`src/rtl/instruction_fetch_unit.sv`:
```
// ---------------------------------------------------------------------------
// instruction_fetch_unit
//   Fetch stage feeding the IF/ID pipeline register. Holds the PC and a
//   direct-mapped instruction cache with one 32-bit word per line. On a miss a
//   two-state FSM (LOOKUP/REFILL) fetches the word from instruction memory
//   over a req/ready handshake. Stalls hold the PC; branch redirects from
//   later stages overwrite it, and are remembered if they arrive mid-refill.
//
// Ports
//   clk          in   1   clock, rising edge
//   rst          in   1   synchronous active-high reset
//   stall        in   1   hold PC (ignored during refill)
//   branchTaken  in   1   redirect request
//   branchTarget in  32   redirect address, bits [1:0] forced to 0
//   memReq       out  1   refill request
//   memAddr      out 32   refill word address
//   memReady     in   1   memData valid this cycle
//   memData      in  32   refill word
//   hit          out  1   instruction valid this cycle
//   nextPC       out 32   PC + 4 of the presented instruction
//   instruction  out 32   fetched word, zero (NOP) when hit = 0
// ---------------------------------------------------------------------------
module instruction_fetch_unit #(
  parameter int          LINES    = 16,
  parameter logic [31:0] RESET_PC = 32'h0000_0000
) (
  input  logic        clk,
  input  logic        rst,
  input  logic        stall,
  input  logic        branchTaken,
  input  logic [31:0] branchTarget,
  output logic        memReq,
  output logic [31:0] memAddr,
  input  logic        memReady,
  input  logic [31:0] memData,
  output logic        hit,
  output logic [31:0] nextPC,
  output logic [31:0] instruction
);

  localparam int IDXW = $clog2(LINES);
  localparam int TAGW = 30 - IDXW;

  localparam logic [0:0] S_LOOKUP = 1'b0;
  localparam logic [0:0] S_REFILL = 1'b1;

  logic [31:0]      r_pc;
  logic [0:0]       r_state;
  logic [LINES-1:0] r_valid;
  logic [TAGW-1:0]  r_tag  [LINES];
  logic [31:0]      r_data [LINES];
  logic [31:0]      r_redirect;
  logic             r_redirect_pend;

  logic [IDXW-1:0]  w_idx;
  logic [TAGW-1:0]  w_tag;
  logic             w_hit;
  logic             w_fill;
  logic [31:0]      w_pc_plus4;
  logic [31:0]      w_target;

  // Cache lookup, refill-write enable and next-address arithmetic.
  always_comb begin
    w_idx      = r_pc[IDXW+1:2];
    w_tag      = r_pc[31:IDXW+2];
    w_hit      = (r_state == S_LOOKUP) && r_valid[w_idx] && (r_tag[w_idx] == w_tag);
    // A reset in the same cycle as memReady aborts the refill without writing.
    w_fill     = (r_state == S_REFILL) && memReady && !rst;
    w_pc_plus4 = r_pc + 32'd4;
    // Masking (rather than slicing) keeps every target bit in use.
    w_target   = branchTarget & 32'hFFFF_FFFC;
  end

  // Output decode: combinational from PC, FSM state and cache contents.
  always_comb begin
    hit     = w_hit;
    nextPC  = w_pc_plus4;
    memReq  = (r_state == S_REFILL);
    memAddr = r_pc & 32'hFFFF_FFFC;
    if (w_hit) begin
      instruction = r_data[w_idx];
    end else begin
      instruction = 32'h0000_0000;
    end
  end

  // Cache data/tag storage; contents are qualified by r_valid so need no reset.
  always_ff @(posedge clk) begin
    if (w_fill) begin
      r_data[w_idx] <= memData;
      r_tag[w_idx]  <= w_tag;
    end
  end

  // PC, valid bits, refill FSM and pending-redirect register.
  always_ff @(posedge clk) begin
    if (rst) begin
      r_pc            <= RESET_PC;
      r_state         <= S_LOOKUP;
      r_valid         <= '0;
      r_redirect      <= 32'h0000_0000;
      r_redirect_pend <= 1'b0;
    end else begin
      case (r_state)
        S_LOOKUP: begin
          if (branchTaken) begin
            r_pc <= w_target;
          end else if (stall) begin
            r_pc <= r_pc;
          end else if (w_hit) begin
            r_pc <= w_pc_plus4;
          end else begin
            r_state <= S_REFILL;
          end
        end
        S_REFILL: begin
          if (memReady) begin
            r_valid[w_idx]  <= 1'b1;
            r_state         <= S_LOOKUP;
            r_redirect_pend <= 1'b0;
            // A branch arriving with memReady is the newest target and wins.
            if (branchTaken) begin
              r_pc <= w_target;
            end else if (r_redirect_pend) begin
              r_pc <= r_redirect;
            end else begin
              r_pc <= r_pc;
            end
          end else if (branchTaken) begin
            r_redirect      <= w_target;
            r_redirect_pend <= 1'b1;
          end
        end
        default: begin
          r_state <= S_LOOKUP;
        end
      endcase
    end
  end

endmodule

```
`config.mk`:
```
export PLATFORM = sky130hd
export DESIGN_NAME = instruction_fetch_unit
export DESIGN_NICKNAME = d
export VERILOG_FILES = /design/src/rtl/instruction_fetch_unit.sv
export SDC_FILE = /design/constraint.sdc
export NUM_CORES = 1
export LEC_CHECK = 0
export CORE_MARGIN = 5
export CORE_UTILIZATION = 40
export CTS_CLUSTER_SIZE = 30
export DETAILED_ROUTE_END_ITERATION = 7
export PLACE_DENSITY = 0.57
export SLEW_MARGIN = 20
export SYNTH_ARGS = -nofsm -noshare
export SYNTH_HDL_FRONTEND = slang
export SYNTH_SLANG_ARGS = --single-unit
```
`constraint.sdc`:
```
create_clock -name clk -period 10.1 [get_ports clk]
set_clock_uncertainty 0.05 [all_clocks]
set_input_delay 3.03 -clock clk [delete_from_list [all_inputs] [get_ports clk]]
set_output_delay 3.03 -clock clk [all_outputs]
set_load 0.02 [all_outputs]
```
==> results of run 1 <==
[registers in the layout (all words and copies together) (netlist names), named ones only]
signal / flops
r_redirect: 30
r_tag: 416
r_data: 512
r_redirect_pend: 1
memReq: 1
r_pc: 30
r_valid: 16
[placed cells by master (no fill, tap or decap), types with 9 or more instances in the layout]
cell type          n
xnor2_1           38
inv_1             18
nor2_4            12
a22oi_1           17
a21oi_1           66
edfxtp_1         928
clkbuf_16        104
nor2b_1           38
mux4_2           247
clkinv_2          21
o21ai_0           22
a311oi_1          15
xor2_1            12
nand2_1           98
nor2_1            33
a21o_1            20
nand3_1           16
clkdlybuf4s50_1  159
nand4_1            9
buf_4             72
clkbuf_1          22
clkinv_1          30
mux2i_1          107
dfxtp_1           78
mux2_2             9
and3_1            16
[critical path, cell delays in order, from the launching register on]
cell and delay, ns:
dfxtp_2 0.74, clkinv_2 0.74, a221oi_1 0.70, nor4_1 0.19
or4_1 0.44, nor4_1 0.30, nand4b_1 0.33, or3_2 0.94
buf_4 0.37, nor2b_1 0.15, clkdlybuf4s50_1 0.62
[logic make-up after synthesis]
group | synth area share
flops | 0.738
mux | 0.168
simple gates | 0.0326
compound gates | 0.0329
buf+inv | 0.0160
xor+xnor | 0.0109
fa+ha+maj | 0.00125
other cells | 0.0000938
[routing by layer]
metal / share of wire / up-vias
li1: - / 8737
met1: 0.44 / 10800
met2: 0.48 / 638
met3: 0.057 / 125
met4: 0.020 / 0
met5: 0 / -
[report_power, final]
part           total [µW]  internal, µW  switching [µW]  leakage (µW)
registers            4680          4610            69.0       0.00907
clock network        3600          2020            1580       0.00155
logic                 755           352             403       0.00420
[through the flow]
step           hold slack (ns)  instance area (µm²)  setup WS, ns  power [µW]  std cells
6_report                 0.402                46600         0.779        9040       3636
5_1_grt                  0.421                46600         0.290        9360       3634
4_1_cts                  0.401                46600         0.551        9140       3634
3_5_place_dp             0.388                43400          1.28        5530       3444
3_3_place_gp             0.377                43400          1.35        5520       3442
2_1_floorplan            0.371                40000          2.05        5230       2033
[area by class of cell]
type                            count  area, µm²  area share
Clock inverter                     64        520      0.0112
Clock buffer                      126       2690      0.0576
Timing Repair Buffer              237       2240      0.0480
Multi-Input combinational cell    879       9970       0.214
Sequential cell                  1010      29500       0.633
Tap cell                         1298       1620      0.0348
Antenna cell                        2       5.00    0.000107
Inverter                           20       76.3     0.00164
[path summary, 6_finish.rpt]
path              startpoint        endpoint  depth (start not counted)
hold reg to reg   r_valid[5]      r_valid[5]                          1
hold / removal    r_valid[5]      r_valid[5]                          1
setup reg to reg    register        register                         10
setup / recovery    register  instruction[6]                         10
==> results.md, run 1 <==
* Outcome: finished clean
* Port bufs at 160
* RSZ-0062 raised after global routing: false
* Die width at 326 µm
* Grt peak-use layer: met2
* Post-synthesis sequential area ratio at 0.738
* DIE HEIGHT at 326 µm
* Final critical-path required period at 9.32 ns
* Vias at 20300
* Drt drc at 0
* GRT overflow at 0
* Final WL at 100000 µm
* Met2 usage at 0.300
* TritonCTS buffer count at 103
* Number of flops mapped to enable cells by yosys at 928
* Peak VDD IR at 0.132 mV
* Setup TNS at 0 ns
* Area Overhead vs Synth at 16.6%
* Gp weighted congestion at 0.798
* CP Class: register to primary output
* Max_slew headroom at 0.217
* Slew Viols, Final at 0
* Mapped Area at 40000 µm²
* Reg2reg setup slack at 4.60 ns
* Hold Violations, Final at 0
* Top_reg_cell synth: edfxtp_1
* Clk sink count at 1010
* Initial Util at 0.401
* Clock Path Buffers at 3
* Data arrival time of the critical path at 6.24 ns
* Hold Crit Class: register to register
* Die ar. at 106000 µm²
* Post-CTS Setup Bufs at 0
* Gr usage total at 0.187
* CTS clk-pin slew, worst paths at 0.06 ns
* PwrDens at 194 nW/µm²
* DRT iter0 DRCs at 1999
* Synth area leaders: edfxtp_1 (70%), mux4_2 (14%), dfxtp_1 (4.1%), mux2i_1 (2.7%), nand2_1 (0.92%)
* Fin crit share at 0.923
* # nets final at 2324
* CP max FO at 20
* Met1 Usage GRT at 0.269
* Synth Instances at 2030
* Vias in the first global route at 21200
* Req. time, crit path at 7.02 ns
* Synth area leader: edfxtp_1
* CTS tree: done
* Pin count of the biggest net entering global routing at 59
* Setup violations, final at 0
* Filler Cell Count at 8263
* Number of synthesized register bits at 1010
* CP startpoint kind: register
* Total of max-cap violations at 0
* Layout cells sized above 1 at 0.217
* Row cnt at 116
* Fmax at 0.107 GHz
* Antenna violations before repair at 2
* Most numerous cell in the Yosys netlist: edfxtp_1
* Hold buffers post-CTS at 0
* DR WL/cell at 27.6 µm
* Commonest cells in the netlist: edfxtp_1 (928), mux4_2 (247), mux2i_1 (107)
* Clock latency at the later pin of the worst-skew pair at 0.68 ns
* Core Util, Final at 0.468
* Pleak at 0.0148 µW
* Grt met3 use at 0.0342
* I/O pin total at 167
* Via density at 5.58
* DRT antenna net count at 0
* Detailed Place HPWL at 55800 µm
* First drt pass iteration count at 6
* Synth async-reset ratio at 0
* Mean Syn Cell Area at 19.7 µm²
* Synth top area share at 0.697
* First-pass GRT wire length at 147000 µm
* H-Tree Level Count at 3
* CP endpoint kind: primary output
* Slew @ Worst Pin at 1.17 ns
* YS warnings at 0
* Post_cts resized at 0
* Core area at 99700 µm²
* Root buffer cell: clkbuf_16
* Synth unique cells at 58
Power figures use the tool's default switching activity.
==> inputs of run 2 (changes only) <==
Settings changed: CAP_MARGIN from default to 40, CORE_UTILIZATION 40 to 41, PLACE_DENSITY 0.57 to 0.59.
==> run 2 against run 1 <==
Against the previous run: clock power grew 2%; power grew 0.65%; global-route usage grew 0.092 points; combinational power grew 2%; wire length shrank 2.6%; cell area grew 0.69%; first-iteration DRC count shrank 4.0%; final cell count shrank 0.19%; die area shrank 2.4%; register-to-register slack gained 0.02 ns; worst hold slack lost 0.0070 ns; critical path depth grew 1.
==> results.md, run 2 (synthesized netlist as in run 1, its figures left out) <==
* Outcome: finished clean (unchanged)
* Post_cts resized at 0 (unchanged)
* Most frequent cells in the layout: edfxtp_1 (928), mux4_2 (247), clkdlybuf4s50_1 (159) (unchanged)
* Slew @ Worst Pin at 0.860 ns (was 1.17 ns)
* Final WL at 97800 µm (was 100000 µm)
* NetSw at 2030 µW (was 2050 µW)
* Slew Viols, Final at 0 (unchanged)
* CP max stage delay at 0.83 ns (was 0.94 ns)
* GRT overflow at 0 (unchanged)
* DRT antenna net count at 0 (unchanged)
* Worst path cell trace: clkinv_2, buf_4, mux2i_1, mux2i_1, xnor2_1, o211ai_1, or4_1, or3_2, buf_4, nor2b_1, clkdlybuf4s50_1 (was clkinv_2, a221oi_1, nor4_1, or4_1, nor4_1, nand4b_1, or3_2, buf_4, nor2b_1, clkdlybuf4s50_1)
* Clock Path Buffers at 3 (unchanged)
* Setup TNS at 0 ns (unchanged)
* Via density at 5.60 (was 5.58)
* CP endpoint kind: primary output (unchanged)
* Bufs and invs on worst path at 4 (was 3)
* Vias at 20300 (about the same)
* DIE HEIGHT at 322 µm (was 326 µm)
* Row cnt at 114 (was 116)
* Top delay family on crit path: buffers and inverters (was simple AND/OR/NAND/NOR gates)
* Logic pwr share at 0.085 (was 0.084)
* Power, Total at 9100 µW (was 9040 µW)
* RSZ-0062 raised after global routing: false (unchanged)
* Core Util, Final at 0.486 (was 0.468)
* CP Class: register to primary output (unchanged)
* Max_slew headroom at 0.427 (was 0.217)
* Hold Crit Class: register to register (unchanged)
* Sw Ratio at 0.223 (was 0.227)
* I/O pin total at 167 (unchanged)
* WHS at 0.395 ns (was 0.402 ns)
* Fin crit share at 0.908 (was 0.923)
* Area of the multi-input gates at 9970 µm² (about the same)
* Clock latency at the later pin of the worst-skew pair at 0.66 ns (was 0.68 ns)
* Layout cells sized above 1 at 0.222 (was 0.217)
* First drt pass iteration count at 5 (was 6)
* Area Overhead vs Synth at 17.4% (was 16.6%)
* Gr usage total at 0.188 (was 0.187)
* Drt drc at 0 (unchanged)
* Total of max-cap violations at 0 (unchanged)
* Vias in the first global route at 21300 (was 21200)
* Max reg flops at 512 (unchanged)
* Peak VDD IR at 0.139 mV (was 0.132 mV)
* Clock share of power at 0.402 (was 0.399)
* Slowest-stage cell, CP: dfxtp_2 (was or3_2)
* Root buffer cell: clkbuf_16 (unchanged)
* Filler Cell Count at 7936 (was 8263)
* H-Tree Level Count at 3 (unchanged)
* Pin count of the biggest net entering global routing at 59 (unchanged)
* Die width at 322 µm (was 326 µm)
* PwrDens at 194 nW/µm² (about the same)
* DRT iter0 DRCs at 1919 (was 1999)
* Antenna violations before repair at 1 (was 2)
* Die ar. at 104000 µm² (was 106000 µm²)
* Final critical-path required period at 9.17 ns (was 9.32 ns)
* Most common cell after layout, fill and taps aside: edfxtp_1 (unchanged)
* Initial Util at 0.414 (was 0.401)
* Core area at 96700 µm² (was 99700 µm²)
* CP max FO at 29 (was 20)
* # nets final at 2339 (was 2324)
* Hold Violations, Final at 0 (unchanged)
* Share of power burned in registers at 0.513 (was 0.518)
* Data arrival time of the critical path at 6.09 ns (was 6.24 ns)
* Biggest register: r_data (unchanged)
* Post-CTS Setup Bufs at 0 (unchanged)
* Clk sink count at 1010 (unchanged)
* Req. time, crit path at 7.02 ns (about the same)
* Fmax at 0.109 GHz (was 0.107 GHz)
* CTS clk-pin slew, worst paths at 0.05 ns (was 0.06 ns)
* Setup violations, final at 0 (unchanged)
* Pleak at 0.0150 µW (was 0.0148 µW)
* Detailed Place HPWL at 56300 µm (was 55800 µm)
* TritonCTS buffer count at 103 (unchanged)
* Gp weighted congestion at 0.766 (was 0.798)
* CP startpoint kind: register (unchanged)
* P_int at 7070 µW (was 6980 µW)
* Reg area at 29500 µm² (unchanged)
* DR WL/cell at 27.0 µm (was 27.6 µm)
* Port bufs at 160 (unchanged)
* First-pass GRT wire length at 144000 µm (was 147000 µm)
* CTS tree: done (unchanged)
* Largest regs: r_data: 512 flops, r_tag: 416 flops (unchanged)
* Hold buffers post-CTS at 0 (unchanged)
-- run 2: changes by cell type in the layout (fill, tap and decap cells not counted), sizes merged --
cell,before,now
buf,78,93
clkinv,55,47
clkbuf,126,132
bufinv,5,7
clkinvlp,5,4
inv,19,20
-- run 2: per-stage QoR --
step,area [µm²],setup slack [ns],instances
after CTS,46900,0.784,3621
after global placement,43300,1.58,3417
after detailed placement,43600,1.48,3431
final,47000,0.929,3629
after floorplan,40000,2.05,2033
after global routing,47000,0.671,3627
-- run 2: worst paths after layout --
check	to	slack [ns]	cells after the start	from
max	instruction[15]	0.93	11	register
min	r_valid[14]	0.39	1	r_valid[14]
max reg2reg	register	4.62	11	register
min reg2reg	r_valid[14]	0.39	1	r_valid[14]
-- run 2: layer usage --
| metal | wire, µm | GRT usage | vias to the layer above |
|---|---|---|---|
| li1 | - | - | 8777 |
| met2 | 46900 | 0.304 | 634 |
| met5 | 0 | 0 | - |
| met1 | 43600 | 0.272 | 10800 |
| met3 | 5330 | 0.0304 | 137 |
| met4 | 1940 | 0.0419 | 0 |
-- run 2: power groups by stage --
stage | clock network, µW | logic [µW] | registers (µW)
6_report | 3660 | 772 | 4670
5_1_grt | 3910 | 829 | 4670
4_1_cts | 3740 | 766 | 4680
3_5_place_dp | 0 | 763 | 4770
3_3_place_gp | 0 | 740 | 4770
2_1_floorplan | 0 | 483 | 4750
-- run 2: cell type report --
| cell class | instances | share of cell area |
|---|---|---|
| diodes | 2 | 0.000107 |
| clock buffers | 132 | 0.0583 |
| clock inverters | 58 | 0.0112 |
| inverters | 20 | 0.00163 |
| multi-input cells | 879 | 0.212 |
| flip-flops and latches | 1010 | 0.629 |
| well taps | 1276 | 0.0340 |
| repair buffers | 252 | 0.0539 |
==> inputs of run 3 (changes only) <==
Settings changed: MAX_ROUTING_LAYER from default to met4.
==> run 3 against run 2 <==
Against the previous run: register-to-register slack improved by 0.03 ns; worst hold slack is essentially flat; die area unchanged; cell area hardly changed; global-route usage increased by 0.58 points; setup slack barely moved; first-iteration DRC count decreased by 1.9%.
==> results.md, run 3 (synthesized netlist as in run 1, its figures left out) <==
* Final WL at 98000 µm (was 97800 µm)
* I/O pin total at 167 (unchanged)
* Final critical-path required period at 9.17 ns (about the same)
* RSZ-0062 raised after global routing: false (unchanged)
* CP max FO at 29 (unchanged)
* Total of max-cap violations at 0 (unchanged)
* Outcome: finished clean (unchanged)
* Hold buffers post-CTS at 0 (unchanged)
* Data arrival time of the critical path at 6.09 ns (about the same)
* Layout cells sized above 1 at 0.222 (unchanged)
* Clk sink count at 1010 (unchanged)
* Dpl ws at 1.48 ns (unchanged)
* DIE HEIGHT at 322 µm (unchanged)
* Vias at 20300 (about the same)
* Most frequent cells in the layout: edfxtp_1 (928), mux4_2 (247), clkdlybuf4s50_1 (159) (unchanged)
* Hold Violations, Final at 0 (unchanged)
* Slew @ Worst Pin at 0.852 ns (was 0.860 ns)
* Post-CTS Setup Bufs at 0 (unchanged)
* H-Tree Level Count at 3 (unchanged)
* R2r worst-path depth at 11 (unchanged)
* Crit path to: instruction[15] (unchanged)
* Die width at 322 µm (unchanged)
* Peak VDD IR at 0.139 mV (about the same)
* Hold Path Cell Cnt at 1 (unchanged)
* Gp weighted congestion at 0.776 (was 0.766)
* Max reg flops at 512 (unchanged)
* DR WL/cell at 27.0 µm (about the same)
* DRT iter0 DRCs at 1882 (was 1919)
* Fmax at 0.109 GHz (about the same)
* Clock Path Buffers at 3 (unchanged)
* Placed Area at 43600 µm² (unchanged)
* Setup ws final at 0.929 ns (about the same)
* Die ar. at 104000 µm² (unchanged)
* Antenna violations before repair at 1 (unchanged)
* Reg2reg setup slack at 4.65 ns (was 4.62 ns)
* Area Overhead vs Synth at 17.4% (about the same)
* Via density at 5.60 (about the same)
* Clock latency at the later pin of the worst-skew pair at 0.66 ns (about the same)
* Post_cts resized at 0 (unchanged)
* Pin count of the biggest net entering global routing at 59 (unchanged)
* PwrDens at 194 nW/µm² (about the same)
* First-pass GRT wire length at 144000 µm (about the same)
* CTS tree: done (unchanged)
* Initial Util at 0.414 (unchanged)
* Setup violations, final at 0 (unchanged)
* Slew Viols, Final at 0 (unchanged)
* Final Cell Area at 47000 µm² (about the same)
* CP Class: register to primary output (unchanged)
* GRT overflow at 0 (unchanged)
* CTS clk-pin slew, worst paths at 0.06 ns (was 0.05 ns)
* Setup TNS at 0 ns (unchanged)
* Detailed Place HPWL at 56300 µm (unchanged)
* Top delay family on crit path: buffers and inverters (unchanged)
* Slowest-stage cell, CP: dfxtp_2 (unchanged)
* Gr usage total at 0.193 (was 0.188)
* CP startpoint kind: register (unchanged)
* Largest regs: r_data: 512 flops, r_tag: 416 flops (unchanged)
* First drt pass iteration count at 6 (was 5)
* Worst path cell trace: clkinv_2, buf_4, mux2i_1, mux2i_1, xnor2_1, o211ai_1, or4_1, or3_2, buf_4, nor2b_1, clkdlybuf4s50_1 (unchanged)
* Core area at 96700 µm² (unchanged)
* Drt drc at 0 (unchanged)
* Root buffer cell: clkbuf_16 (unchanged)
* TritonCTS buffer count at 103 (unchanged)
* Worst path depth at 11 (unchanged)
* Most common cell after layout, fill and taps aside: edfxtp_1 (unchanged)
* Post-Place Cells at 3431 (unchanged)
* Biggest register: r_data (unchanged)
* Bufs and invs on worst path at 4 (unchanged)
* Non-filler cells, final at 3628 (was 3629)
* CP endpoint kind: primary output (unchanged)
* Hold Crit Class: register to register (unchanged)
* Req. time, crit path at 7.02 ns (about the same)
* # nets final at 2339 (unchanged)
* Pleak at 0.0150 µW (unchanged)
* DRT antenna net count at 0 (unchanged)
* Port bufs at 160 (unchanged)
* Vias in the first global route at 21200 (was 21300)
* CP max stage delay at 0.83 ns (about the same)
* Max_slew headroom at 0.432 (was 0.427)
* Row cnt at 114 (unchanged)
* Fin crit share at 0.908 (about the same)
## run 3: cell count changes in the layout (fill, tap and decap cells not counted), sizes merged
cell   previous run  this run
diode             2         1
## run 3: layer usage
| metal | track usage | wire length, µm | vias to the layer above |
|---|---|---|---|
| met3 | 0.0289 | 5360 | 142 |
| met1 | 0.273 | 43800 | 10700 |
| met2 | 0.304 | 46900 | 666 |
| met5 | - | 0 | - |
| met4 | 0.0419 | 1960 | 0 |
| li1 | - | - | 8774 |
## run 3: power by group
group          internal, µW  switching (µW)
combinational           361             411
clock                  2100            1560
sequential             4610            60.2
total                  7070            2030
## run 3: metrics by stage
step,total power [µW],hold WS (ns),utilization
4_1_cts,9190,0.401,0.485
3_3_place_gp,5510,0.378,0.448
3_5_place_dp,5530,0.389,0.451
6_report,9100,0.395,0.486
5_1_grt,9420,0.420,0.486
2_1_floorplan,5230,0.371,-
## run 3: how the worst min path moves through the flow
stage | slack (ns) | end | from
5_1_grt | 0.42 | r_valid[1] | r_valid[1]
2_1_floorplan | 0.37 | r_valid[10] | r_valid[10]
4_1_cts | 0.40 | r_valid[2] | r_valid[2]
3_5_place_dp | 0.39 | r_valid[9] | r_valid[9]
6_report | 0.40 | r_valid[14] | r_valid[14]
3_3_place_gp | 0.38 | r_valid[14] | r_valid[14]
## run 3: cell type report
type | count | area (µm²)
Clock buffer | 132 | 2740
Fill cell | 7934 | 49700
Clock inverter | 58 | 524
Tap cell | 1276 | 1600
Timing Repair Buffer | 252 | 2530
Multi-Input combinational cell | 879 | 9970
Sequential cell | 1010 | 29500
Antenna cell | 1 | 2.50
Inverter | 20 | 76.3
## run 3: worst register-to-register path, cell delays in order, from the launching register on
cell and delay (ns):
dfxtp_2 0.83, clkinv_2 0.64, buf_4 0.54, mux2i_1 0.19, mux2i_1 0.51, xnor2_1 0.19
o211ai_1 0.12, or4_1 0.50, o41ai_4 0.39, buf_4 0.47, nand2_2 0.41, o31ai_1 0.47
